## config.mk

```make
export PLATFORM = sky130hd
export DESIGN_NAME = jtag_driver
export DESIGN_NICKNAME = d
export VERILOG_FILES = /design/src/rtl/jtag_driver_pkg.sv /design/src/rtl/jtag_tck_gen.sv /design/src/rtl/jtag_driver.sv
export SDC_FILE = /design/constraint.sdc
export NUM_CORES = 1
export LEC_CHECK = 0
export ABC_AREA = 1
export CORE_ASPECT_RATIO = 0.5
export CORE_UTILIZATION = 54
export DETAILED_ROUTE_END_ITERATION = 8
export PLACE_DENSITY = 0.82
export SETUP_SLACK_MARGIN = 0.4
export SLEW_MARGIN = 10
export SYNTH_ARGS = -nofsm -noshare
export SYNTH_HDL_FRONTEND = slang
export SYNTH_HIERARCHICAL = 1
export SYNTH_SLANG_ARGS = --single-unit
```

## constraint.sdc

```tcl
create_clock -name i_clk -period 4 [get_ports i_clk]
set_input_delay 0.8 -clock i_clk [delete_from_list [all_inputs] [get_ports i_clk]]
set_output_delay 0.8 -clock i_clk [all_outputs]
set_load 0.01 [all_outputs]
```

## src/rtl/jtag_driver_pkg.sv

```systemverilog
// Shared types and scan-length constants for the JTAG initiator.
// Readback capture is enabled by defining JTAG_DRIVER_RDBACK_EN.
package jtag_driver_pkg;

    typedef enum logic [1:0] {
        OP_RESET    = 2'd0,
        OP_SHIFT_DR = 2'd1,
        OP_SHIFT_IR = 2'd2,
        OP_RUNIDLE  = 2'd3
    } jtag_op_e;

    typedef enum logic [1:0] {
        ST_IDLE = 2'd0,
        ST_RUN  = 2'd1,
        ST_DONE = 2'd2
    } jtag_state_e;

    localparam logic [5:0] DR_PRE    = 6'd3;
    localparam logic [5:0] DR_POST   = 6'd2;
    localparam logic [5:0] IR_PRE    = 6'd4;
    localparam logic [5:0] IR_POST   = 6'd2;
    localparam logic [5:0] RESET_LEN = 6'd6;

    function automatic logic is_scan(jtag_op_e op);
        return (op == OP_SHIFT_DR) || (op == OP_SHIFT_IR);
    endfunction

    function automatic logic [5:0] preamble_len(jtag_op_e op);
        case (op)
            OP_SHIFT_DR: return DR_PRE;
            OP_SHIFT_IR: return IR_PRE;
            default:     return 6'd0;
        endcase
    endfunction

    // Total TCKs for a command; len is the bit/idle count minus one.
    function automatic logic [5:0] tck_count(jtag_op_e op, logic [4:0] len);
        logic [5:0] nb;
        nb = {1'b0, len} + 6'd1;
        case (op)
            OP_RESET:    return RESET_LEN;
            OP_SHIFT_DR: return DR_PRE + nb + DR_POST;
            OP_SHIFT_IR: return IR_PRE + nb + IR_POST;
            default:     return nb;
        endcase
    endfunction

endpackage

```

## src/rtl/jtag_tck_gen.sv

```systemverilog
// TCK divider: CLK_DIV cycles low then CLK_DIV high; fall/rise strobes flag
// the coming i_clk edge on which TCK changes. Stopped means TCK held low.
module jtag_tck_gen #(
    parameter int CLK_DIV = 4
) (
    input  logic i_clk,
    input  logic i_rst,
    input  logic run,
    output logic tck,
    output logic fall,
    output logic rise
);
    localparam int PW = $clog2(2 * CLK_DIV);

    logic [PW-1:0] pos;

    assign fall = run && (pos == '0);
    assign rise = run && (pos == PW'(CLK_DIV));

    always_ff @(posedge i_clk or posedge i_rst) begin
        if (i_rst) begin
            pos <= '0;
            tck <= 1'b0;
        end else if (!run) begin
            pos <= '0;
            tck <= 1'b0;
        end else begin
            pos <= (pos == PW'(2 * CLK_DIV - 1)) ? '0 : pos + PW'(1);
            if (fall)
                tck <= 1'b0;
            else if (rise)
                tck <= 1'b1;
        end
    end

endmodule

```

## src/rtl/jtag_driver.sv

```systemverilog
// Host-side JTAG initiator: walks the TAP through reset, IR/DR scans and idle.
// TDO capture into o_rspData exists only when JTAG_DRIVER_RDBACK_EN is defined.
module jtag_driver
    import jtag_driver_pkg::*;
#(
    parameter int CLK_DIV = 4
) (
    input  logic        i_clk,
    input  logic        i_rst,
    input  logic        i_cmdValid,
    output logic        o_cmdReady,
    input  logic [1:0]  i_cmdOp,
    input  logic [4:0]  i_cmdLen,
    input  logic [31:0] i_cmdData,
    output logic        o_done,
    output logic [31:0] o_rspData,
    output logic        o_jtagTCK,
    output logic        o_jtagTMS,
    output logic        o_jtagTDI,
    input  logic        i_jtagTDO
);
    jtag_state_e state, state_nxt;
    jtag_op_e    op_q;
    logic [4:0]  len_q;
    logic [31:0] data_sr;
    logic [5:0]  idx;
    logic        tms_q, tdi_q;
    logic        run, accept, tck_fall, tck_rise;
    logic [5:0]  n_tck, pre, nbits;
    logic [4:0]  cap_k;
    logic        shift_now, shift_cap, tms_nxt, last_tck;

    assign accept    = (state == ST_IDLE) && i_cmdValid;
    assign run       = (state == ST_RUN);
    assign o_jtagTMS = tms_q;
    assign o_jtagTDI = tdi_q;

    jtag_tck_gen #(.CLK_DIV(CLK_DIV)) u_tck_gen (
        .i_clk (i_clk),
        .i_rst (i_rst),
        .run   (run),
        .tck   (o_jtagTCK),
        .fall  (tck_fall),
        .rise  (tck_rise)
    );

    // idx counts TCKs already started: at a fall it names the TCK about to
    // begin, during a high phase it is one past the TCK being sampled.
    always_comb begin
        nbits     = {1'b0, len_q} + 6'd1;
        pre       = preamble_len(op_q);
        n_tck     = tck_count(op_q, len_q);
        last_tck  = (idx == n_tck);
        shift_now = is_scan(op_q) && (idx >= pre) && (idx < pre + nbits);
        shift_cap = is_scan(op_q) && (idx > pre) && (idx <= pre + nbits);
        cap_k     = 5'(idx - pre - 6'd1);
        tms_nxt   = 1'b0;
        case (op_q)
            OP_RESET:   tms_nxt = (idx < 6'd5);
            OP_RUNIDLE: tms_nxt = 1'b0;
            default: begin
                if (idx < pre)
                    tms_nxt = (op_q == OP_SHIFT_IR) ? (idx < 6'd2) : (idx == 6'd0);
                else
                    tms_nxt = (idx == pre + nbits - 6'd1) || (idx == pre + nbits);
            end
        endcase
    end

    always_ff @(posedge i_clk or posedge i_rst) begin
        if (i_rst)
            state <= ST_IDLE;
        else
            state <= state_nxt;
    end

    always_comb begin
        state_nxt  = state;
        o_cmdReady = 1'b0;
        o_done     = 1'b0;
        case (state)
            ST_IDLE: begin
                o_cmdReady = 1'b1;
                if (i_cmdValid)
                    state_nxt = ST_RUN;
            end
            ST_RUN: begin
                if (tck_fall && last_tck)
                    state_nxt = ST_DONE;
            end
            ST_DONE: begin
                o_done    = 1'b1;
                state_nxt = ST_IDLE;
            end
            default: state_nxt = ST_IDLE;
        endcase
    end

    // The final TCK of every op has TMS=0/TDI=0, so the closing fall edge
    // leaves the pins alone.
    always_ff @(posedge i_clk or posedge i_rst) begin
        if (i_rst) begin
            op_q    <= OP_RESET;
            len_q   <= '0;
            data_sr <= '0;
            idx     <= '0;
            tms_q   <= 1'b1;
            tdi_q   <= 1'b0;
        end else if (accept) begin
            op_q    <= jtag_op_e'(i_cmdOp);
            len_q   <= i_cmdLen;
            data_sr <= i_cmdData;
            idx     <= '0;
        end else if (run && tck_fall && !last_tck) begin
            tms_q <= tms_nxt;
            tdi_q <= shift_now & data_sr[0];
            if (shift_now)
                data_sr <= data_sr >> 1;
            idx <= idx + 6'd1;
        end
    end

`ifdef JTAG_DRIVER_RDBACK_EN
    logic [31:0] rsp_q;

    always_ff @(posedge i_clk or posedge i_rst) begin
        if (i_rst)
            rsp_q <= '0;
        else if (accept)
            rsp_q <= '0;
        else if (run && tck_rise && shift_cap)
            rsp_q[cap_k] <= i_jtagTDO;
    end

    assign o_rspData = rsp_q;
`else
    logic unused_rdback;
    assign unused_rdback = ^{i_jtagTDO, tck_rise, shift_cap, cap_k};
    assign o_rspData     = '0;
`endif

endmodule

```

Word-level counts from Yosys, hierarchy flattened --
Index checks and enable logic that the tools add are counted.
Storage, ports and cells: register bits 53, bits of input ports 43, output and inout bits 37, logic and storage cells 78
Operators by class: $add $sub $neg 9, $lt $le $gt $ge 5, equal/unequal tests 13, mux-type cells 20, bitwise logic cells 2, reductions and logical operators 20
Operators with widths (count):
- 32-bit two-way mux | 3
- 6-bit == test | 3
- 6-bit one-hot mux with 3 select lines | 1
- 6-bit by 2-bit adder with 6-bit output (second input constant) | 2
- 6-bit less-than comparator | 2
- 6-bit two-way mux | 2
- 1-bit logical AND | 8
- 1-bit two-way mux | 7
- 2-bit by 6-bit adder with 6-bit output (first input constant) | 1
- 3-bit by 6-bit adder with 6-bit output (first input constant) | 1
- 5-bit by 1-bit adder with 6-bit output (second input constant) | 1
- 6-bit by 1-bit adder with 6-bit output (second input constant) | 1
- 6-bit adder | 1
- 2-bit == test (second input constant) | 3
- 3-bit == test (second input constant) | 2
- 6-bit greater-or-equal comparator | 1
- 6-bit logical NOT | 1
- 6-bit by 2-bit less-than comparator with 1-bit output (second input constant) | 1
- 6-bit by 3-bit less-than comparator with 1-bit output (second input constant) | 1
- 3-bit two-way mux | 2
- 3-bit one-hot mux with 2 select lines | 1
- 2-bit AND reduction | 3
- 6-bit by 1-bit subtractor with 6-bit output (second input constant) | 1
- 2-bit by 1-bit == test with 1-bit output (second input constant) | 2
- 14 further kinds | 18

Depth between registers and ports, before layout --
Gate-level depths: netlist of run 1.
depth after elaboration 9, depth in mapped cells 26, gate-level depth less buffers 24

By module --
The synthesis of run 1 kept the hierarchy.
Modules (own cells, without submodules):
- jtag_driver | times used 1, cells each 599, area an instance 4311.6 um^2, seq. area each 1227.4 um^2
- jtag_tck_gen | times used 1, cells each 22, area an instance 205.2 um^2, seq. area each 100.1 um^2

Worst setup path after synthesis of run 1 --
No wires, ideal clock.
kind reg-to-reg, start point register len_q[0], end point register data_sr[30], library setup time 0.117 ns, arrival 3.061 ns, required time 3.883 ns, setup slack 0.822 ns, cell stages (with the launch flop) 23, buffers on the path 1, clock period less this slack 3.178 ns, cell sequence dfrtp_1 > ha_1 > inv_1 > nand2_2 > nand2_4 > inv_1 > ha_1 > nand3_1 > nand2_1 > inv_1 > nand2_4 > nand2_1 > nand2_1 > inv_1 > ha_1 > a211o_1 > a21oi_1 > nand2_2 > nor2_4 > nand3_4 > buf_8 > nand3_1 > nand2_1
On the way: longest elaborated chain between the ends 9, elaborated cells between the ends (all ways) 15, those cells by class add/sub (6); order compare (1); eq/ne (1); mux (1); reduce/logical (6)
RTL lines:
- start: declaration | line jtag_driver.sv:24 | logic [4:0] len_q;
- start signal: assignment | line jtag_driver.sv:111 | len_q <= i_cmdLen;
- 5-bit by 1-bit adder with 6-bit output (*) | line jtag_driver_pkg.sv:39, jtag_driver.sv:50
- 3-bit by 6-bit adder with 6-bit output or 2-bit by 6-bit adder with 6-bit output (tied branches) | line jtag_driver_pkg.sv:43, jtag_driver_pkg.sv:42
- 6-bit by 2-bit adder with 6-bit output, on equally long branches | line jtag_driver_pkg.sv:43, jtag_driver_pkg.sv:42
- 6-bit one-hot mux with 3 select lines | line jtag_driver_pkg.sv:40 | case (op)
- 6-bit == test | line jtag_driver.sv:53 | last_tck = (idx == n_tck);
- 1-bit logical NOT | line jtag_driver.sv:114 | end else if (run && tck_fall && !last_tck) begin
- 1-bit logical AND | line jtag_driver.sv:114
- 2-bit nonzero test (no line)
- 2-bit AND reduction (no line) (*)
- end signal: assignment | line jtag_driver.sv:112 | data_sr <= i_cmdData;
- end signal: assignment | line jtag_driver.sv:118 | data_sr <= data_sr >> 1;
- end: declaration | line jtag_driver.sv:25 | logic [31:0] data_sr;
Mark *: on every way between the ends. The rest lies on a longest branch, timed or not. A chain may end at the register's enable or synchronous reset.

Worst setup path in the final report of run 1 --
start point register len_q[1], end point register data_sr[19]
The elaborated chain is that of the path after synthesis.

==> reports/qor.yml, run 1 <==
power_and_ir_drop:
  swShare_pct: 21.12
  fin_total_pwr_mw: 1.125
  p_sw_mw: 0.2376
  vdd_drop_max_uv: 178.0
  p_clk_share_pct: 46.7
  p_leak_nw: 2.716
  p_seq_share_pct: 47.6
  combPwrFrac_pct: 5.7
  powerDensity_mw_per_mm2: 217.5
  p_int_mw: 0.8874
floorplan:
  die_h_um: 66.65
  io_pins: 80
  start_util_pct: 56.01
  die_area_sq_mm: 0.008749
  fp-row-count: 23
  fp.dieW_um: 131.3
  core_sq_mm: 0.008058
drt:
  via_per_inst: 5.165
  first_pass_iters: 5
  highest_layer: "met4"
  wl_per_cell_um: 12.75
  dr_wl_met2_um: 4824
  drc_errors: 0
  antenna_left: 0
  wl_met1_um: 4443
  finalWirelength_um: 9830
  route.met3.wl_um: 427
  via_count: 3982
  drtIter0Drc: 300
critical_path:
  crit_path_start: "len_q[1]"
  cp_num_cells: 21
  r2r_setup_slack_ns: 0.56
  path_max_fanout: 10
  critPathTopFamily: "simple AND/OR/NAND/NOR gates"
  cp_num_buf_inv: 5
  r2r-start: "len_q[1]"
  critPathKind: "reg2reg"
  required_ns: 4.24
  worstRegToRegCells: 21
  slowest_delay_ns: 0.45
  r2r-end: "data_sr[19]"
  timing.critical_path.cells: "ha_2, inv_1, nand2_2, nand2_4, inv_1, ha_4, nand3_1, nand2_1, inv_1, nand2_4, nand2_1, nand2_1, inv_1, ha_1, a211o_1, a21oi_1, nand2_2, o21ai_4, clkbuf_16, nand3_1, nand2_1"
  endpoint: "data_sr[19]"
  crit_path_start_kind: "flip-flop"
  slowest_stage: "dfrtp_2"
  arrival_ns: 3.68
  end_kind: "flip-flop"
clock_tree:
  cts.sinks: 53
  numCtsBuffers: 5
  htreeDepth: 2
  clock_latency_ns: 0.30
  clkTransAtPathRegs_ns: 0.08
  cts_tree: "done"
  root_buffer: "clkbuf_16"
  cts_max_path_buffers: 2
sta:
  timing.fmax_ghz: 0.2903
  clock_skew_ns: 0.01317
  maxSlewViolCount: 0
  hold_viol_final: 0
  whs_ns: 0.4821
  final.setup.tns_ns: 0
  setup_viol: 0
  relSlewSlack_pct: 30.86
  fin_crit_sh_pct: 86.12
  rsz0062_at_grt: "no"
  min_period_ns: 3.445
  layout_setup_ws_ns: 0.5553
  worstMarginPinSlew_ns: 1.036
min_path:
  hp-start: "u_tck_gen/pos[0]"
  hp-class: "reg2reg"
synth:
  ys_warn_count: 6
  syn_inst: 620
  syn_avg_cell_area_sq_um: 7.279
  netlist_area_sq_mm: 0.004513
grt:
  grt_overflow: 0
  grt_max_degree: 50
  track_usage_pct: 22.68
  antenna_found_initial: 0
  grt_pass1_vias: 3513
  grt_pass1_wl_um: 15990
place:
  gp_congestion: 0.9170
  io_buffers: 46
  place_ws_ns: 0.3662
  hpwlAfterDp_um: 6699
job:
  cap_viol_max_count: 0
cells_and_area:
  drive_above_1_share_pct: 15.17
  fin_nets: 727
  antenna_cells: 0
  area_growth_pct: 14.58
run_status:
  status: "finished clean"
## flip-flops by register name (all words and copies together), names as in the netlist
| signal | cells |
|---|---|
| u_tck_gen/pos | 3 |
| data_sr | 32 |
| idx | 6 |
| o_jtagTMS | 1 |
| o_jtagTDI | 1 |
| op_q | 2 |
| state | 2 |
| len_q | 5 |
| u_tck_gen/tck | 1 |
## worst min-delay path by stage
stage | slack (ns) | end | cells past startpoint
5_1_grt | 0.49 | u_tck_gen/pos[0] | 1
2_1_floorplan | 0.45 | u_tck_gen/pos[0] | 1
3_5_place_dp | 0.46 | u_tck_gen/pos[0] | 1
6_report | 0.48 | u_tck_gen/pos[0] | 1
3_3_place_gp | 0.47 | u_tck_gen/pos[0] | 1
4_1_cts | 0.48 | u_tck_gen/pos[0] | 1
## worst register-to-register path: cells and delay by family, from the launching register on
kind                       cells  cell delay, ns
and+or+nand+nor               10            0.87
adders and majority gates      3            0.79
AOI/OAI and AO/OA              3            0.75
buffers and inverters          5            0.53
DFF                            1            0.45
## area by class of cell
cell class	count	area [sq um]
clock buffers	6	138.9
clock inverters	2	41.29
fillers	680	2887
inverters	49	188.9
multi-input cells	491	2718
flip-flops and latches	53	1330
well taps	112	140.1
repair buffers	58	614.3
## cell usage in the layout (no fill, tap or decap), drive strengths merged, types with 3 or more instances in the layout
cell / n
nand2: 243
nand3: 110
dfrtp: 52
inv: 49
clkdlybuf4s50: 46
conb: 32
nor2: 28
ha: 26
o21ai: 19
buf: 10
xor2: 8
clkbuf: 8
a21oi: 6
xnor2: 3
nor3: 3
## metal layers
| layer | up-vias | global-route usage (%) |
|---|---|---|
| li1 | 1989 | - |
| met1 | 1847 | 29.52 |
| met2 | 128 | 39.96 |
| met3 | 18 | 2.511 |
| met4 | 0 | 7.703 |
| met5 | - | 0 |
## through the flow
step / cell area (sq um) / utilization, % / cells
2_1_floorplan: 4629 / - / 651
3_3_place_gp: 4861 / 60.33 / 756
3_5_place_dp: 4861 / 60.33 / 756
4_1_cts: 5042 / 62.58 / 764
5_1_grt: 5171 / 64.18 / 771
6_report: 5171 / 64.18 / 771
## power by group through the flow
stage / clock network (mW) / registers [mW] / logic, mW
6_report: 0.525 / 0.535 / 0.0642
5_1_grt: 0.551 / 0.535 / 0.0705
4_1_cts: 0.530 / 0.535 / 0.0651
3_5_place_dp: 0 / 0.546 / 0.0648
3_3_place_gp: 0 / 0.546 / 0.0641
2_1_floorplan: 0 / 0.546 / 0.0441
## repair_timing
| item | in CTS | in global routing |
|---|---|---|
| endpoints found under the setup margin | 32 | 32 |
| pin swaps | 0 | 1 |
| buffers inserted | 0 | 4 |
| gates resized for setup | 1 | 9 |
| hold buffers | 0 | 0 |
| gates cloned | 0 | 3 |
(Power assumes the default switching activity.)
==> run 2: changes to the inputs <==
- CTS_CLUSTER_SIZE: not set -> 10
- GPL_TIMING_DRIVEN: not set -> 0
- PLACE_DENSITY: 0.82 -> 0.92
==> run 2 against run 1 <==
Effect of this change:
- the run now ends with design-rule violations left
- clock skew down 0.0060 ns
- sequential power hardly changed
- worst setup slack worse by 0.11 ns
- via count is 10% higher
- critical path depth grew 1
- wire length up 21%
- final area grew 8.4%
- die area did not move
- clock power decreased by 9.9%
- sequential share of layout area decreased by 2.0 points
- critical endpoint is now data_sr[24]
==> reports/qor.yml, run 2 (same netlist as run 1, synthesis figures left out) <==
sta:
  final.setup.tns_ns: 0
  whs_ns: 0.5054
  setup_viol: 0
  hold_viol_final: 0
  fin_crit_sh_pct: 88.86
  timing.fmax_ghz: 0.2813
  maxSlewViolCount: 0
  rsz0062_at_grt: "no"
  relSlewSlack_pct: 58.67
  min_period_ns: 3.554
  worstMarginPinSlew_ns: 0.6200
  clock_skew_ns: 0.007165
power_and_ir_drop:
  p_seq_share_pct: 48.7
  vdd_drop_max_uv: 215.5
  swShare_pct: 21.63
  p_int_mw: 0.8613
  powerDensity_mw_per_mm2: 196.1
  p_sw_mw: 0.2377
  fin_total_pwr_mw: 1.099
  p_leak_nw: 2.998
  p_clk_share_pct: 43.0
  combPwrFrac_pct: 8.3
grt:
  grt_pass1_vias: 4161
  antenna_found_initial: 0
  grt_max_degree: 27
  grt_overflow: 0
  grt_pass1_wl_um: 18610
  track_usage_pct: 26.56
clock_tree:
  numCtsBuffers: 5
  cts_max_path_buffers: 2
  root_buffer: "clkbuf_16"
  cts.sinks: 53
  htreeDepth: 2
  clkTransAtPathRegs_ns: 0.07
  cts_hold_buf: 0
  clock_latency_ns: 0.30
  cts_tree: "done"
job:
  cap_viol_max_count: 0
cells_and_area:
  final_cell_mix: "225 x nand2_1, 75 x nand3_1, 50 x dfrtp_1"
  largest_reg_flops: 32
  reg.largest.list: "data_sr (32), idx (6), len_q (5)"
  fin_nets: 790
  final_common_cell: "nand2_1"
  fillerInstances: 606
  regMostFlops: "data_sr"
  fin_cells: 834
  drive_above_1_share_pct: 20.50
  antenna_cells: 0
  area_growth_pct: 24.20
floorplan:
  io_pins: 80
  die_h_um: 66.65
  die_area_sq_mm: 0.008749
  core_sq_mm: 0.008058
  start_util_pct: 56.01
  fp.dieW_um: 131.3
  fp-row-count: 23
drt:
  via_count: 4394
  wl_per_cell_um: 14.26
  first_pass_iters: 7
  via_per_inst: 5.269
  antenna_left: 0
  drc_errors: 2
  finalWirelength_um: 11890
  drtIter0Drc: 398
critical_path:
  r2r_setup_slack_ns: 0.45
  required_ns: 4.23
  crit_path_start_kind: "flip-flop"
  path_max_fanout: 7
  arrival_ns: 3.79
  end_kind: "flip-flop"
  critPathKind: "reg2reg"
run_status:
  violations: "design-rule violations"
  status: "finished with violations"
place:
  place_inst: 810
  io_buffers: 46
  hpwlAfterDp_um: 7966
  gp_congestion: 0.9103
min_path:
  hp-class: "reg2reg"
run 2: cell types whose count changed in the layout (fill, tap and decap cells not counted), sizes merged:
cell,before,now
bufinv,1,0
buf,10,62
clkbuf,8,20
run 2: area by class of cell:
class | instances | area (sq um) | share of cell area [%]
Multi-Input combinational cell | 491 | 2713 | 48.39
Sequential cell | 53 | 1330 | 23.73
Timing Repair Buffer | 63 | 630.6 | 11.25
Buffer | 58 | 441.7 | 7.879
Inverter | 49 | 188.9 | 3.371
Clock buffer | 7 | 152.6 | 2.723
Tap cell | 112 | 140.1 | 2.500
Clock inverter | 1 | 8.758 | 0.1562
run 2: worst max-delay path, stage by stage, from the launching register on:
cell	delay, ns
dfrtp_2	0.46
ha_2	0.22
inv_1	0.08
nand2_2	0.09
nand2_4	0.12
inv_1	0.08
ha_4	0.30
nand3_1	0.12
nand2_1	0.10
inv_1	0.09
nand2_4	0.09
nand2_1	0.07
nand2_1	0.09
inv_1	0.05
ha_1	0.28
a211o_1	0.30
a21oi_1	0.15
nand2_2	0.13
o21ai_4	0.19
buf_12	0.15
buf_4	0.15
nand3_1	0.09
nand2_1	0.09
run 2: timing repair:
action	CTS	global route
setup buffers	0	14
pin swaps	0	3
setup endpoints to repair	31	32
gates cloned	0	2
resized for setup	1	11
run 2: routing by layer:
layer	global-route usage, %	part of all wire [%]	up-vias
met1	30.16	41	2049
li1	-	-	2111
met3	4.490	6.1	34
met5	0	0	-
met2	51.00	51	200
met4	10.47	2.2	0
run 2: final timing paths:
| path | from | endpoint | depth (start not counted) |
|---|---|---|---|
| worst max-delay path | len_q[1] | data_sr[24] | 22 |
| worst min-delay path | data_sr[14] | data_sr[14] | 2 |
| worst max register to register | len_q[1] | data_sr[24] | 22 |
| worst min register to register | data_sr[14] | data_sr[14] | 2 |
| max in group asynchronous | i_rst | o_jtagTMS | 3 |
| min in group asynchronous | i_rst | u_tck_gen/tck | 2 |
run 2: power groups by stage:
stage / Combinational, mW / Sequential [mW] / Clock, mW
after floorplan: 0.0441 / 0.546 / 0
after global routing: 0.0989 / 0.535 / 0.495
after detailed placement: 0.0901 / 0.546 / 0
after CTS: 0.0903 / 0.536 / 0.470
after global placement: 0.0868 / 0.546 / 0
final: 0.0910 / 0.535 / 0.473
run 2: per-stage QoR:
stage | worst slack [ns] | utilization, % | instance area, sq um
global placement | 0.4885 | 64.91 | 5230
finish | 0.4456 | 69.57 | 5605
global route | 0.2616 | 69.57 | 5605
CTS | 0.4399 | 67.17 | 5413
floorplan | 0.8216 | - | 4629
detailed placement | 0.3784 | 65.16 | 5250
